`config.mk`:
```
export PLATFORM = sky130hd
export DESIGN_NAME = router_pkt_gen
export DESIGN_NICKNAME = d
export VERILOG_FILES = /design/src/rtl/router_pkt_gen.sv
export SDC_FILE = /design/constraint.sdc
export NUM_CORES = 1
export LEC_CHECK = 0
export ABC_AREA = 1
export ABC_CLOCK_PERIOD_IN_PS = 1700
export BUFFER_PORTS_ARGS = -buffer_cell sky130_fd_sc_hd__buf_2
export CORE_MARGIN = 2
export CORE_UTILIZATION = 52
export DETAILED_ROUTE_END_ITERATION = 16
export GPL_TIMING_DRIVEN = 0
export MAX_ROUTING_LAYER = met4
export PLACE_DENSITY = 0.76
export SYNTH_ARGS = -nofsm -noshare
export SYNTH_HDL_FRONTEND = slang
export SYNTH_SLANG_ARGS = --single-unit
export TNS_END_PERCENT = 20
```
`constraint.sdc`:
```
create_clock -name clock -period 1.7 [get_ports clock]
set_clock_uncertainty 0.05 [all_clocks]
set_input_delay 0.17 -clock clock [delete_from_list [all_inputs] [get_ports clock]]
set_output_delay 0.17 -clock clock [all_outputs]
set_load 0.05 [all_outputs]
```
`src/rtl/router_pkt_gen.sv`:
```
// Packet source for the 1x3 router input port: header {len,dest}, len payload bytes
// (incrementing or LFSR pattern), then an even-parity byte, honouring busy back-pressure.
//
// state   | meaning
// --------+-------------------------------------------------------------
// IDLE    | waiting for a legal start command
// HEADER  | header byte {len,dest} on data_out, pkt_valid high
// PAYLOAD | pattern bytes on data_out, pkt_valid high
// PARITY  | parity byte on data_out, pkt_valid low
// GAP     | inter-packet idle gap, counts GAP_CYCLES cycles
module router_pkt_gen #(
    parameter int GAP_CYCLES = 2,
    parameter int CNT_W      = 16
) (
    input  logic             clock,
    input  logic             resetn,
    input  logic             start,
    input  logic [1:0]       dest,
    input  logic [5:0]       len,
    input  logic             mode,
    input  logic [7:0]       seed,
    input  logic             busy,
    output logic             pkt_valid,
    output logic [7:0]       data_out,
    output logic             gen_active,
    output logic             done,
    output logic             cmd_err,
    output logic [CNT_W-1:0] pkt_count
);

    localparam logic [2:0] IDLE    = 3'd0;
    localparam logic [2:0] HEADER  = 3'd1;
    localparam logic [2:0] PAYLOAD = 3'd2;
    localparam logic [2:0] PARITY  = 3'd3;
    localparam logic [2:0] GAP     = 3'd4;

    localparam int GAP_W = (GAP_CYCLES > 1) ? $clog2(GAP_CYCLES) : 1;
    localparam logic [GAP_W-1:0] GAP_LOAD = GAP_W'((GAP_CYCLES > 0) ? GAP_CYCLES - 1 : 0);

    logic [2:0]       state;
    logic [7:0]       parity;
    logic [7:0]       first_byte;
    logic [5:0]       remaining;
    logic             mode_r;
    logic [GAP_W-1:0] gap_cnt;

    function automatic logic [7:0] next_byte(input logic m, input logic [7:0] cur);
        if (m)
            return {cur[6:0], cur[7] ^ cur[5] ^ cur[4] ^ cur[3]};
        else
            return cur + 8'd1;
    endfunction

    always_ff @(posedge clock or negedge resetn) begin
        if (!resetn) begin
            state      <= IDLE;
            pkt_valid  <= 1'b0;
            data_out   <= 8'h00;
            gen_active <= 1'b0;
            done       <= 1'b0;
            cmd_err    <= 1'b0;
            pkt_count  <= '0;
            parity     <= 8'h00;
            first_byte <= 8'h00;
            remaining  <= 6'd0;
            mode_r     <= 1'b0;
            gap_cnt    <= '0;
        end else begin
            done    <= 1'b0;
            cmd_err <= 1'b0;
            case (state)
                IDLE: begin
                    if (start) begin
                        if (dest != 2'd3 && len != 6'd0) begin
                            // LFSR cannot leave the all-zero state, so a zero seed becomes 1
                            first_byte <= (mode && seed == 8'h00) ? 8'h01 : seed;
                            mode_r     <= mode;
                            remaining  <= len;
                            data_out   <= {len, dest};
                            parity     <= {len, dest};
                            pkt_valid  <= 1'b1;
                            gen_active <= 1'b1;
                            state      <= HEADER;
                        end else begin
                            cmd_err <= 1'b1;
                        end
                    end
                end
                HEADER: begin
                    if (!busy) begin
                        data_out <= first_byte;
                        state    <= PAYLOAD;
                    end
                end
                PAYLOAD: begin
                    if (!busy) begin
                        if (remaining > 6'd1) begin
                            data_out  <= next_byte(mode_r, data_out);
                            parity    <= parity ^ data_out;
                            remaining <= remaining - 6'd1;
                        end else begin
                            data_out  <= parity ^ data_out;
                            pkt_valid <= 1'b0;
                            state     <= PARITY;
                        end
                    end
                end
                PARITY: begin
                    if (!busy) begin
                        data_out <= 8'h00;
                        if (GAP_CYCLES > 0) begin
                            gap_cnt <= GAP_LOAD;
                            state   <= GAP;
                        end else begin
                            done       <= 1'b1;
                            gen_active <= 1'b0;
                            pkt_count  <= pkt_count + CNT_W'(1);
                            state      <= IDLE;
                        end
                    end
                end
                GAP: begin
                    if (gap_cnt == '0) begin
                        done       <= 1'b1;
                        gen_active <= 1'b0;
                        pkt_count  <= pkt_count + CNT_W'(1);
                        state      <= IDLE;
                    end else begin
                        gap_cnt <= gap_cnt - GAP_W'(1);
                    end
                end
                default: state <= IDLE;
            endcase
        end
    end

endmodule

```
[After elaboration in Yosys (flattened, before gate mapping)]
Cells that the tools add are included.
Operators by class
  equal/unequal tests: 13
  bitwise operators: 5
  shift operators: 0
  divide/modulo/power cells: 0
  multipliers: 0
  add/sub/neg operators: 4
  reduce and logical (&&, ||, !) cells: 17
  muxes and demuxes: 40
  magnitude comparators: 1
Operators by type and width (count)
  $mux W8: 10
  $pmux W8 S4: 1
  $mux W6: 4
  $mux W3: 7
  $ne A2 B2 Y1 const B: 9
  $add A16 B1 Y16 const B: 1
  $pmux W8 S2: 1
  $pmux W3 S5: 1
  $mux W1: 12
  $pmux W6 S2: 1
  $reduce_and A5 Y1: 2
  $add A8 B1 Y8 const B: 1
  $logic_not A8 Y1: 1
  $xor A8 B8 Y8: 1
  $reduce_and A7 Y1: 1
  $eq A3 B2 Y1 const B: 2
  $gt A6 B1 Y1 const B: 1
  $pmux W1 S2: 3
  $reduce_and A6 Y1: 1
  $reduce_bool A2 Y1: 3
  $reduce_bool A6 Y1: 1
  $sub A6 B1 Y6 const B: 1
  $reduce_and A2 Y1: 2
  $reduce_and A4 Y1: 1
  9 further kinds: 12
Storage, ports and cells
  output and inout bits: 28
  bits in read-only memories: 0
  bits in registers: 55
  bits of input ports: 21
  bits in latches: 0
  bits in writable memories: 0
  memories: 0
  logic and storage cells: 92

[Logic depth before layout (Yosys ltp)]
  depth in word-level cells: 7
  depth in mapped cells: 13

[Least setup slack after synthesis]
OpenSTA, ideal clock, no wires.
  path type: flip-flop to flip-flop
  start point: register pkt_count[1]
  end point: register pkt_count[10]
  clock period less this slack: 1752 ps
  cell stages (with the launch flop): 9
  arrival time: 1620 ps
  setup slack: -52 ps
  setup time: 82 ps
  path through: dfrtp_1 -> ha_1 -> nand2_1 -> inv_1 -> nand3_1 -> nor2_2 -> nand2_1 -> nor2_1 -> xor2_1
On the way
  cells in the longest elaborated chain, start to end: 1
Ends and longest elaborated chain
  from (decl): line 28  | output logic [CNT_W-1:0] pkt_count
  from (signal assigned): line 117  | pkt_count <= pkt_count + CNT_W'(1);
  from (signal assigned): line 126  | pkt_count <= pkt_count + CNT_W'(1);
  $add A16 B1 Y16: line 126
Every way passes these cells.
A chain may end at the register's enable or synchronous reset.

[Worst setup path in the final report]
  start point: register state[2]
  end point: register parity[4]
On the way
  cells in the longest elaborated chain, start to end: 3
Ends and longest elaborated chain
  from (decl): line 40  | logic [2:0] state;
  from (signal assigned): line 56  | state <= IDLE;
  from (signal assigned): line 83  | state <= HEADER;
  from (signal assigned): line 92  | state <= PAYLOAD;
  $eq A3 B2 Y1 / $logic_not A3 Y1 (equally long branches): line 71  | case (state)
  $ne A2 B2 Y1 (no line) / $reduce_bool A2 Y1 (equally long branches)
  $reduce_and A5 Y1 (no line)
  to (signal assigned): line 80  | parity <= {len, dest};
  to (signal assigned): line 99  | parity <= parity ^ data_out;
  to (decl): line 41  | logic [7:0] parity;
Parallel ways exist; a longest one is shown, timed or not.

==> metrics.md <==
| Metric | Value |
|---|---|
| Cells after Synth | 479 |
| Largest net degree at the start of global routing | 56 |
| Post-synth top area cell | dfrtp_1 |
| Critical Path Fanout Max | 10 |
| WP data arrival | between 1.5 and 2 ns |
| Std-Cell Rows | 29 |
| Clock sink count | 55 |
| Net count after synthesis | 504 |
| CTS root buffer | clkbuf_8 |
| Max Cap Viol | 0 |
| IO Pins | 49 |
| Worst setup path startpoint | state[2] |
| Wirelength per Cell | 14.69 um |
| DIE AREA | roughly 7000 sq um |
| Die Y | between 80 and 90 um |
| First-pass GRT wire length | ~15000 um |
| Crit. End Element | flip-flop |
| Vias | approximately 3400 |
| Initial DRT Pass Iterations | 8 |
| DP Wirelength | roughly 6300 um |
| H-tree levels | 2 |
| Failing checks | negative setup slack |
| GRT overflow | 0 |
| Hold Path Class | primary input to flip-flop |
| Final count of negative-setup-slack endpoints | 14 |
| Fin crit period | between 1.5 and 2 ns |
| Worst vdd ir | ~0.0011 V |
| Max Buffers Root-to-Sink | 2 |
| RSZ-0062 raised after global routing | yes |
| Seq cells post-synth | 55 |
| Post-synthesis cell area | approximately 3400 sq um |
| Synth top area share | 0.4074 |
| # nets final | a little under 600 |
| P_sw | between 4 and 5 mW |
| 1st-iter DRT viols | a little over 400 |
| Setup WS post-layout | -0.03179 ns |
| Crit Reg-Reg Startpoint | state[2] |
| Yosys warns | 0 |
| Worst skew pair latency | approximately 0.32 ns |
| Fin. max-slew vios | 0 |
| Initial antenna violation count | 0 |
| CP Launch Type | flip-flop |
| Fmax | about 0.58 GHz |
| Synthesis-to-layout area growth | 26.22% |
| WL final | ~9400 um |
| Mean Syn Cell Area | slightly above 7 sq um |
| Initial core utilization | 0.5351 |
| Post-route ant nets | 0 |
| Fin. Hold Viols | 0 |
| Pwr Total | 8.388 mW |
| Port Buffers | 48 |
| Diode count | 0 |
| Total CTS buffers | 5 |
| Setup slack at placement | -0.3106 ns |
| Status | complete, but fails checks |
| WP data required | 1.91 ns |
| Seq pwr share | 0.273 |
| Hold_sp | seed[2] |
| Drt via density | roughly 5.3 |
| Netlist cell types | 32 |
| Number of global-route vias before repair | about 3200 |
| Final core utilization | 0.6754 |
| Gr usage total | 0.2667 |
| Top cells by area, synth | dfrtp_1, nand2_1, inv_1, nor2_1, nand3_1 |
| Final period util | 1.019 |
| Die W | approximately 85 um |
| Worst-Margin Slew | 0.4857 ns |
| Design area | roughly 4300 sq um |
| Core Region | approximately 6300 sq um |
| Switch share | 0.4928 |
| Register area share after synthesis | 0.4074 |
| DRC | 0 |
| Final GP Congestion | ~0.91 |
| Clock power frac | 0.108 |
| CTS tree | built |
| Internal power | roughly 4.3 mW |
| Comb pwr share | 0.619 |
| CP Class | flip-flop to flip-flop |
| Clk slew on worst S/H paths | roughly 0.11 ns |
| Pwr per Cell Area | around 2000 nW/um^2 |
| Lkg Pwr | around 2.3 nW |
| Placed instance area | ~3700 sq um |
| Slew HR | 0.6744 |
| Hold slack | 0.001099 ns |
| Share of layout cells above drive strength 1 | 0.2593 |
[timing repair]
item | CTS | global route
endpoints found under the setup margin | 27 | 40
gates resized for setup | 22 | 38
cloned | 2 | 0
endpoints found under the hold margin | 0 | 14
pin swaps | 16 | 12
buffers inserted | 19 | 8
hold buffers | 0 | 1
[cells in the final DEF, fill, tap and decap left out, types with 7 or more instances in the layout]
cell type / Yosys / routed
inv_1: 44 / 40
nand2_1: 196 / 188
buf_2: 3 / 50
nor2_1: 43 / 40
buf_6: 2 / 9
nand3_1: 28 / 24
inv_2: 5 / 7
xor2_1: 16 / 16
nand2_2: 4 / 9
a21oi_1: 12 / 12
o21ai_0: 26 / 21
buf_4: 0 / 19
dfrtp_1: 55 / 49
[flip-flops by register name, summed over array words and instances, names as in the netlist]
name and flops:
pkt_count 16, data_out 8, first_byte 8, parity 8
remaining 6, state 3, cmd_err 1, done 1
gap_cnt 1, gen_active 1, mode_r 1, pkt_valid 1
[worst max-delay path, stage by stage (launching register included)]
cell     delay, ns
dfrtp_2       0.46
inv_2         0.13
nand3_4       0.18
inv_6         0.13
nand2_4       0.07
inv_6         0.07
nor2_4        0.04
buf_6         0.11
nor2_4        0.16
buf_6         0.16
nand2_1       0.05
nand2_1       0.06
[path summary, 6_finish.rpt]
path,endpoint,slack (ns),depth (start not counted)
max reg2reg,parity[4],-0.03,11
min,first_byte[2],0.001,3
max,parity[4],-0.03,11
max in group asynchronous,data_out[0],0.79,3
min in group asynchronous,cmd_err,0.24,2
min reg2reg,gen_active,0.45,2
[final cells by class]
cell class | instances | area, sq um
plain buffers | 7 | 43.79
clock buffers | 5 | 68.82
clock inverters | 3 | 47.55
fillers | 541 | 2049
inverters | 51 | 206.4
multi-input cells | 364 | 1874
flip-flops and latches | 55 | 1384
well taps | 77 | 96.34
repair buffers | 78 | 543.0
[logic make-up (layout without fill, tap and decap cells)]
| kind of cell | count (synthesis) | after routing | synth area share |
|---|---|---|---|
| and+or+nand+nor | 297 | 297 | 0.3837 |
| xor gates and xnor gates | 22 | 22 | 0.05704 |
| DFF | 55 | 55 | 0.4074 |
| buffers and inverters | 60 | 144 | 0.07444 |
| AOI/OAI and AO/OA | 41 | 41 | 0.06259 |
| adders and majority gates | 4 | 4 | 0.01482 |
[power groups by stage]
stage	Sequential, mW	Clock (mW)	Combinational [mW]
final	2.29	0.909	5.19
after global routing	2.35	0.975	5.62
after CTS	2.22	0.922	4.74
after detailed placement	2.24	0	3.92
after global placement	2.21	0	3.83
after floorplan	2.58	0	2.62
[stage by stage]
step / cells / setup TNS, ns
after floorplan: 479 / -0.04804
after global placement: 604 / -4.217
after detailed placement: 604 / -5.335
after CTS: 633 / -0.1220
after global routing: 640 / -1.870
final: 640 / -0.2704
[per-layer routing]
| layer | share of wire | global-route usage | up-vias |
|---|---|---|---|
| li1 | - | - | 1651 |
| met1 | 0.45 | 0.3670 | 1572 |
| met2 | 0.46 | 0.4109 | 140 |
| met3 | 0.063 | 0.04130 | 31 |
| met4 | 0.030 | 0.07792 | 0 |
| met5 | 0 | - | - |
[cells in the mapped netlist, drive strengths merged]
master    n
nor4      1
a21oi    12
inv      51
nand3b    2
nand2   202
buf       5
nor3b     1
nor3      5
o21ai    26
dfrtp    55
xnor2     6
o21a      1
clkbuf    4
o21bai    1
nor2     50
nand3    29
o22ai     1
xor2     16
or2       2
nand4     5
ha        4
(Power assumes the default switching activity.)
